$ cat src/rtl/adc78h90_poller.sv
// Free-running SPI scanner for the ADC78H90: polls every channel in CH_MASK and strobes each result.
// Define ADC78H90_AVG_EN to emit one 4-sample per-channel average instead of every raw result.
module adc78h90_poller #(
  parameter int         DIV     = 4,
  parameter logic [7:0] CH_MASK = 8'b0000_1110,
  parameter int         GAP     = 8
) (
  input  logic        clk,
  input  logic        rst,
  output logic        nADCCS,
  output logic        ADCCLK,
  output logic        ADCMOSI,
  input  logic        ADCMISO,
  output logic        out_valid,
  output logic [2:0]  out_ch,
  output logic [11:0] out_data
);
  localparam logic ST_GAP   = 1'b0;
  localparam logic ST_FRAME = 1'b1;

  function automatic logic [2:0] lowest_addr(input logic [7:0] mask);
    logic [2:0] res;
    res = 3'd0;
    for (int k = 7; k >= 0; k--) begin
      if (mask[k]) res = 3'(k);
    end
    return res;
  endfunction

  // Nearest enabled channel above a, wrapping; a itself when it is the only one.
  function automatic logic [2:0] next_addr(input logic [2:0] a);
    logic [2:0] res;
    res = a;
    for (int k = 7; k >= 1; k--) begin
      if (CH_MASK[3'(a + 3'(k))]) res = 3'(a + 3'(k));
    end
    return res;
  endfunction

  localparam logic [2:0] FIRST_ADDR = lowest_addr(CH_MASK);

  logic        r_state;
  logic [15:0] r_cnt;
  logic [3:0]  r_bit;
  logic        r_half;
  logic [15:0] r_ctrl;
  logic [11:0] r_shreg;  // only the last 12 bits of each frame carry data
  logic [2:0]  r_addr;
  logic [2:0]  r_prev_addr;
  logic        r_first;
  logic        r_ncs;
  logic        r_sclk;
  logic        r_mosi;
  logic        r_valid;
  logic [2:0]  r_ch;
  logic [11:0] r_data;
  logic [11:0] w_result;

  assign w_result = r_shreg;

`ifdef ADC78H90_AVG_EN
  logic [13:0] r_acc  [8];
  logic [1:0]  r_navg [8];
  logic [13:0] w_sum;
  assign w_sum = r_acc[r_prev_addr] + 14'(w_result);
`endif

  always_ff @(posedge clk) begin
    if (rst) begin
      r_state     <= ST_GAP;
      r_cnt       <= 16'd0;
      r_bit       <= 4'd0;
      r_half      <= 1'b0;
      r_ctrl      <= 16'd0;
      r_shreg     <= 12'd0;
      r_addr      <= FIRST_ADDR;
      r_prev_addr <= FIRST_ADDR;
      r_first     <= 1'b1;
      r_ncs       <= 1'b1;
      r_sclk      <= 1'b1;
      r_mosi      <= 1'b0;
      r_valid     <= 1'b0;
      r_ch        <= 3'd0;
      r_data      <= 12'd0;
`ifdef ADC78H90_AVG_EN
      for (int n = 0; n < 8; n++) begin
        r_acc[n]  <= 14'd0;
        r_navg[n] <= 2'd0;
      end
`endif
    end else begin
      r_valid <= 1'b0;
      case (r_state)
        ST_GAP: begin
          if (r_cnt == 16'(GAP - 1)) begin
            r_state <= ST_FRAME;
            r_cnt   <= 16'd0;
            r_bit   <= 4'd0;
            r_half  <= 1'b0;
            r_ncs   <= 1'b0;
            r_sclk  <= 1'b0;
            r_mosi  <= 1'b0;
            // Control word {00, addr, 0...} pre-shifted: its MSB is already on ADCMOSI.
            r_ctrl  <= {1'b0, r_addr, 12'd0};
          end else begin
            r_cnt <= r_cnt + 16'd1;
          end
        end
        default: begin
          if (r_cnt != 16'(DIV - 1)) begin
            r_cnt <= r_cnt + 16'd1;
          end else begin
            r_cnt <= 16'd0;
            if (!r_half) begin
              r_half  <= 1'b1;
              r_sclk  <= 1'b1;
              r_shreg <= {r_shreg[10:0], ADCMISO};
            end else if (r_bit != 4'd15) begin
              r_half <= 1'b0;
              r_sclk <= 1'b0;
              r_bit  <= r_bit + 4'd1;
              r_mosi <= r_ctrl[15];
              r_ctrl <= {r_ctrl[14:0], 1'b0};
            end else begin
              r_state     <= ST_GAP;
              r_ncs       <= 1'b1;
              r_half      <= 1'b0;
              r_prev_addr <= r_addr;
              r_addr      <= next_addr(r_addr);
              // The ADC returns the channel addressed one frame earlier.
              if (r_first) begin
                r_first <= 1'b0;
              end else begin
`ifdef ADC78H90_AVG_EN
                if (r_navg[r_prev_addr] == 2'd3) begin
                  r_valid              <= 1'b1;
                  r_ch                 <= r_prev_addr;
                  r_data               <= w_sum[13:2];
                  r_acc[r_prev_addr]   <= 14'd0;
                  r_navg[r_prev_addr]  <= 2'd0;
                end else begin
                  r_acc[r_prev_addr]   <= w_sum;
                  r_navg[r_prev_addr]  <= r_navg[r_prev_addr] + 2'd1;
                end
`else
                r_valid <= 1'b1;
                r_ch    <= r_prev_addr;
                r_data  <= w_result;
`endif
              end
            end
          end
        end
      endcase
    end
  end

  assign nADCCS    = r_ncs;
  assign ADCCLK    = r_sclk;
  assign ADCMOSI   = r_mosi;
  assign out_valid = r_valid;
  assign out_ch    = r_ch;
  assign out_data  = r_data;

endmodule

$ cat config.mk
export PLATFORM = sky130hd
export DESIGN_NAME = adc78h90_poller
export DESIGN_NICKNAME = d
export VERILOG_FILES = /design/src/rtl/adc78h90_poller.sv
export SDC_FILE = /design/constraint.sdc
export NUM_CORES = 1
export LEC_CHECK = 0
export ABC_AREA = 0
export CORE_MARGIN = 2
export CORE_UTILIZATION = 44
export DETAILED_ROUTE_END_ITERATION = 10
export HOLD_SLACK_MARGIN = 0.08
export MAX_ROUTING_LAYER = met4
export PLACE_DENSITY = 0.73
export SETUP_SLACK_MARGIN = 0.5
export SLEW_MARGIN = 20
export SYNTH_ARGS = -nofsm -noshare
export SYNTH_HDL_FRONTEND = slang
export SYNTH_SLANG_ARGS = --single-unit
export TNS_END_PERCENT = 20
$ cat constraint.sdc
create_clock -name clk -period 3.4 [get_ports clk]
set_input_delay 0.51 -clock clk [delete_from_list [all_inputs] [get_ports clk]]
set_output_delay 0.51 -clock clk [all_outputs]
set_load 0.03 [all_outputs]
==> results.md, run 1 <==
* Initial Utilization at 45.0%
* Routed wire per std cell at between 10 and 15 um
* Post-Syn Area at 2830 um2
* Total CTS buffers at 9
* Post-CTS Repair Setup Buffers at 0
* Crit path max-delay family: simple AND/OR/NAND/NOR gates
* First-pass GRT wire length at roughly 9100 um
* Port Buffer Count at 21
* Setup crit end kind: flip-flop
* Clock Power Share at 46.4%
* Reg2reg setup slack at 0.98 ns
* Syn-to-layout area delta at 15.9%
* H-tree levels at 3
* Bufs and invs on worst path at 2
* Slew @ Worst Pin at 0.719 ns
* Maxcap violations at 0
* Finished Layout Cells at 419
* Seq/Total Area, Yosys at between 40% and 50%
* Layout cells sized above 1 at under 10%
* Core Util, Final at 52.2%
* Reg-to-reg endpoint: r_addr[2]$_SDFFE_PP0P_
* Yosys reg bits at 64
* Min-delay src: r_cnt[0]$_SDFF_PP0_
* RSZ-0062 raised after global routing: false
* Final setup margin at between 0.9 and 1 ns
* Final period util at between 70% and 80%
* Die area at between 7000 and 8000 um2
* Die height at 84.2 um
* CTS tree: done
* Net Count, Synth at 331
* Placed Instances at 404
* Inserted Diodes at 0
* # IOs at 22
* CP Class: flip-flop to flip-flop
* CTS resizes at 0
* Worst path slowest cell: dfxtp_1
* Cell taking the most area after synthesis: dfxtp_1
* Maximum clock insertion buffer count at 2
* Peak supply drop at 0.000363 V
* Skew final at 0.00904 ns
* Worst slack at placement at roughly 1 ns
* Worst Hold Path EP: r_cnt[0]$_SDFF_PP0_
* P_int at between 1 and 1.5 mW
* Clk_lat worst skew at 0.34 ns
* Worst Hold Depth at 1
* Ys flop type: dfxtp_1
* Critical Path Max Stage Delay at 0.53 ns
* GPL Wtd Cong at 0.824
* GRT overflow at 0
* Most numerous cell in the Yosys netlist: dfxtp_1
* CTS Sinks at 64
* Ys async rst share at 0%
* Worst flop-to-flop path startpoint: r_addr[1]$_SDFFE_PP0P_
* Placeable Area at 6280 um2
* Maximum clock rate at 0.413 GHz
* Final #Nets at 349
* Final antenna-violating net count at 0
* Crit path cell chain: inv_1, ha_1, inv_1, ha_1, and4b_2, or3_4, or4_1, a21oi_1
* Netlist cell types at 44
* Final worst path period need at roughly 2.4 ns
* Sequential fraction of design power at 51.7%
* Hpwl dp at 3630 um
* Outcome: complete, no violations
* Die Wd at between 80 and 90 um
* Max Slew Vio Count at 0
* Worst Hold Class: flip-flop to flip-flop
* Initial detailed-routing violation count at between 90 and 100
* # rows at 29
* Pin count of the biggest net entering global routing at 49
* Crit path launch type: flip-flop
* Pre-antenna DRT Iters at 4
* Antenna violations before repair at 0
* Number of fill cells in the layout at 582
* EDFF count, synth at 0
* Root buffer cell: clkbuf_8
* Synth top cells by count: 64 x dfxtp_1, 45 x nor2_1, 43 x nand2_1
* Top cells by area, synth: dfxtp_1 45%, mux2i_1 6.4%, nor2_1 6.0%
* Power per cell area at 447 nW/um2
* Clock slew at reported path FFs at about 0.070 ns
* Number of global-route vias before repair at 2,005
* Net switching power at 0.296 mW
* P_leak at 1.27 nW
* Ys Warns at 0
* Switching part of the total at 20.2%
* Hold Violations, Final at 0
* Critical Path Fanout Max at 10
* Vias per cell at 5.33
* CTS Hold Buffers Added at 0
* Total number of vias at 2,232
* Slew margin rel. at 52.1%
* Overall Global Routing Usage at 16.5%
* Post-synth top area share at between 40% and 50%
* Fin Setup TNS at 0 ns
* Syn Area/Cell at 8.84 um2
* Synth Instances at 320
* R2R depth at 8
* DRC violations left at 0
* Final setup violation count at 0
* Final wirelength at 5430 um
* Crit path DAT at 2.69 ns
* Gate power share at 2.0%
* Required time worst endpoint at 3.67 ns
==> per-layer routing <==
| layer | vias to the layer above | global-route usage, % | part of all wire, % |
|---|---|---|---|
| met4 | 0 | 9.82 | 1.7 |
| li1 | 1142 | - | - |
| met1 | 1045 | 21.4 | 51 |
| met5 | - | - | 0 |
| met2 | 37 | 23.7 | 45 |
| met3 | 8 | 3.24 | 2.4 |
==> per-stage QoR <==
step                      power, mW  hold WS [ns]  cell area (um2)
final                          1.46         0.446             3280
after global routing           1.51         0.471             3280
after CTS                      1.48         0.450             3280
after detailed placement      0.803         0.441             3080
after global placement        0.802         0.434             3080
after floorplan               0.795         0.418             2830
==> power groups by stage <==
stage                     clock (mW)  sequential, mW  combinational [mW]
after floorplan                    0           0.773              0.0214
after global placement             0           0.774              0.0286
after detailed placement           0           0.774              0.0291
after CTS                      0.693           0.757              0.0292
after global routing           0.724           0.757              0.0329
final                          0.679           0.757              0.0288
==> cell usage in the layout (no fill, tap or decap), types with 3 or more instances in the layout <==
cell type and instances:
xor2_1 11, a211o_1 3, nand2b_1 3, nand3_1 8, nor2_1 45, a21oi_1 25
clkdlybuf4s50_1 21, and3_1 6, nand2_1 43, dfxtp_1 64, mux2i_1 18, o21ai_0 5
clkbuf_8 9, xnor2_1 8, nor3_1 12, ha_1 8, inv_1 9, nand4_1 6
==> registers in the layout (all words and copies together), names as in the netlist, 3 cells and up <==
signal and cells:
r_shreg 12, r_prev_addr 3, r_ctrl 4, out_data 12, r_bit 4, r_cnt 16, out_ch 3, r_addr 3
==> worst max-delay path by stage <==
stage                                start                      to  slack [ns]  cells after the start
floorplan           r_addr[1]$_SDFFE_PP0P_  r_addr[2]$_SDFFE_PP0P_        1.12                      9
global placement    r_addr[1]$_SDFFE_PP0P_  r_addr[2]$_SDFFE_PP0P_        1.03                      8
detailed placement  r_addr[1]$_SDFFE_PP0P_  r_addr[2]$_SDFFE_PP0P_        1.01                      8
CTS                 r_addr[1]$_SDFFE_PP0P_  r_addr[2]$_SDFFE_PP0P_        0.97                      8
global route        r_addr[1]$_SDFFE_PP0P_  r_addr[2]$_SDFFE_PP0P_        0.81                      8
finish              r_addr[1]$_SDFFE_PP0P_  r_addr[2]$_SDFFE_PP0P_        0.98                      8
==> cells by family after synthesis <==
group / count (synthesis) / synth area share, %
multiplexers: 18 / 6.37
adder cells (fa/ha/maj): 8 / 3.54
AO/OA/AOI/OAI: 48 / 10.7
buffers and inverters: 25 / 3.81
XOR/XNOR: 19 / 5.88
AND/OR/NAND/NOR: 138 / 24.4
flip-flops: 64 / 45.3
==> area by class of cell <==
class | instances | area (um2) | area share (%)
clock inverter | 4 | 70.1 | 2.14
clock buffer | 11 | 131 | 4.01
inverter | 9 | 33.8 | 1.03
timing repair buffer | 23 | 225 | 6.87
multi-input combinational | 231 | 1440 | 43.9
tap | 77 | 96.3 | 2.94
sequential | 64 | 1280 | 39.1
Note: power is estimated with default switching activity, not from simulation.
==> run 2: changes to the inputs <==
--- a/config.mk
+++ b/config.mk
@@ -11,7 +11,7 @@
 export DETAILED_ROUTE_END_ITERATION = 10
 export HOLD_SLACK_MARGIN = 0.08
 export MAX_ROUTING_LAYER = met4
-export PLACE_DENSITY = 0.73
+export PLACE_DENSITY = 0.75
 export SETUP_SLACK_MARGIN = 0.5
 export SLEW_MARGIN = 20
 export SYNTH_ARGS = -nofsm -noshare
==> constraint.sdc (replaced) <==
create_clock -name clk -period 2.17 [get_ports clk]
set_input_delay 0.3255 -clock clk [delete_from_list [all_inputs] [get_ports clk]]
set_output_delay 0.3255 -clock clk [all_outputs]
set_load 0.03 [all_outputs]
==> results.md, run 2 (synthesis gave the netlist of run 1 again) <==
* GRT overflow at 0 (unchanged)
* CTS tree: done (unchanged)
* Worst Hold Class: flip-flop to flip-flop (unchanged)
* # IOs at 22 (unchanged)
* Inserted Diodes at 0 (unchanged)
* Total CTS buffers at 9 (unchanged)
* Outcome: complete, no violations (unchanged)
* Routed wire per std cell at 13.0 um (about the same)
* Clock slew at reported path FFs at 0.07 ns (about the same)
* Final setup margin at 0.178 ns (was 0.978 ns)
* Maximum clock rate at 0.502 GHz (was 0.413 GHz)
* Max FFs per register at 16 (unchanged)
* Placeable Area at 6280 um2 (unchanged)
* Syn-to-layout area delta at 27.4% (was 15.9%)
* Crit path DAT at 2.26 ns (was 2.69 ns)
* First-pass GRT wire length at 9700 um (was 9050 um)
* Required time worst endpoint at 2.44 ns (was 3.67 ns)
* Storage cell area at 1290 um2 (was 1280 um2)
* Peak supply drop at 0.000363 V (about the same)
* Placed Area at 3220 um2 (was 3080 um2)
* Area occupied by multi-input gates at 1530 um2 (was 1440 um2)
* Layout cells sized above 1 at 20.8% (was 7.60%)
* Number of fill cells in the layout at 553 (was 582)
* Final setup violation count at 0 (unchanged)
* Maxcap violations at 0 (unchanged)
* Final antenna-violating net count at 0 (unchanged)
* Slew @ Worst Pin at 0.381 ns (was 0.719 ns)
* Hold_ws at 0.449 ns (was 0.446 ns)
* Pre-antenna DRT Iters at 4 (unchanged)
* Commonest non-fill, non-tap cells in the layout: 55 x dfxtp_1, 45 x nor2_1, 43 x nand2_1 (was 64 x dfxtp_1, 45 x nor2_1, 43 x nand2_1)
* Initial Utilization at 45.0% (unchanged)
* Max Slew Vio Count at 0 (unchanged)
* Finished Layout Cells at 447 (was 419)
* Clk_lat worst skew at 0.34 ns (about the same)
* Worst Hold Depth at 2 (was 1)
* P_leak at 1.40 nW (was 1.27 nW)
* Overall Global Routing Usage at 17.2% (was 16.5%)
* Skew final at 0.0116 ns (was 0.00904 ns)
* Final period util at 91.8% (was 71.2%)
* DRC violations left at 0 (unchanged)
* Hpwl dp at 3720 um (was 3630 um)
* Vias per cell at 5.29 (was 5.33)
* Worst slack at placement at 0.104 ns (was 1.01 ns)
* Final wirelength at 5800 um (was 5430 um)
* Fin Setup TNS at 0 ns (unchanged)
* Critical Path Fanout Max at 4 (was 10)
* CTS Sinks at 64 (unchanged)
* RSZ-0062 raised after global routing: true (was false)
* Antenna violations before repair at 0 (unchanged)
* R2R depth at 6 (was 8)
* Total number of vias at 2,363 (was 2,232)
* Crit path launch type: flip-flop (unchanged)
* CP Class: flip-flop to flip-flop (unchanged)
* Maximum clock insertion buffer count at 2 (unchanged)
* Initial detailed-routing violation count at 115 (was 95)
* Die height at 84.2 um (unchanged)
* Placed Instances at 416 (was 404)
* Reg2reg setup slack at 0.18 ns (was 0.98 ns)
* Hold Violations, Final at 0 (unchanged)
* Die area at 7080 um2 (unchanged)
* H-tree levels at 3 (unchanged)
* Slew margin rel. at 74.4% (was 52.1%)
* GPL Wtd Cong at 0.892 (was 0.824)
* Pin count of the biggest net entering global routing at 46 (was 49)
* Design Area, Final at 3600 um2 (was 3280 um2)
* Final worst path period need at 1.99 ns (was 2.42 ns)
* Final #Nets at 376 (was 349)
* Top reg by flops: r_cnt (unchanged)
* Setup crit end kind: flip-flop (unchanged)
* Power per cell area at 593 nW/um2 (was 447 nW/um2)
* Root buffer cell: clkbuf_8 (unchanged)
* Die Wd at 84.2 um (unchanged)
* # rows at 29 (unchanged)
* Port Buffer Count at 21 (unchanged)
* Number of global-route vias before repair at 2,172 (was 2,005)
* Most common cell after layout, fill and taps aside: dfxtp_1 (unchanged)
run 2: cell count changes in the layout (fill, tap and decap cells not counted), sizes merged:
cell      previous run  this run
buf                  2        29
clkinvlp             0         3
bufinv               2         0
run 2: cell type report:
| type | instances | share of cell area, % |
|---|---|---|
| multi-input cells | 231 | 42.5 |
| flip-flops and latches | 64 | 35.9 |
| repair buffers | 50 | 13.1 |
| clock buffers | 11 | 3.92 |
| well taps | 77 | 2.67 |
| inverters | 9 | 1.01 |
| clock inverters | 5 | 0.903 |
run 2: final timing paths:
path,from,end
setup / recovery,r_bit[1]$_SDFFE_PP0P_,r_addr[2]$_SDFFE_PP0P_
hold / removal,out_data[3]$_SDFFE_PP0P_,out_data[3]$_SDFFE_PP0P_
setup reg to reg,r_bit[1]$_SDFFE_PP0P_,r_addr[2]$_SDFFE_PP0P_
hold reg to reg,out_data[3]$_SDFFE_PP0P_,out_data[3]$_SDFFE_PP0P_
run 2: repair_timing:
item                       CTS  global route
hold buffers                 0             0
hold endpoints to repair     0             0
resized for setup           18             2
buffers inserted            12             2
gates cloned                 1             0
pin swaps                   13             6
setup endpoints to repair   63            76
run 2: where the power goes:
part,internal [mW],total [mW],switching [mW]
registers,1.18,1.19,0.00626
clock network,0.441,0.892,0.451
logic,0.0234,0.0568,0.0334
run 2: stage by stage:
step | util (%) | power, mW
global placement | 51.3 | 1.27
detailed placement | 51.3 | 1.27
global route | 57.4 | 2.21
CTS | 57.0 | 2.15
finish | 57.4 | 2.14
floorplan | - | 1.25
run 2: worst max-delay path: stages, from the launching register on:
cell,delay [ns]
dfxtp_2,0.36
ha_4,0.16
nand3_4,0.08
or3_4,0.40
or3_4,0.34
or4_1,0.47
a21oi_1,0.13
run 2: per-layer routing:
layer	GRT usage, %	wire length (um)	vias up
met5	-	0	-
met4	7.48	105	0
met3	3.54	201	13
met2	27.3	2700	51
met1	21.2	2800	1106
li1	-	-	1193
==> run 3: changes to the inputs <==
--- a/config.mk
+++ b/config.mk
@@ -6,6 +6,8 @@
 export NUM_CORES = 1
 export LEC_CHECK = 0
 export ABC_AREA = 0
+export ABC_CLOCK_PERIOD_IN_PS = 2170
+export CAP_MARGIN = 20
 export CORE_MARGIN = 2
 export CORE_UTILIZATION = 44
 export DETAILED_ROUTE_END_ITERATION = 10
==> results of run 3 <==
Same layout as run 2: the final DEF is identical, and so are final timing and power.
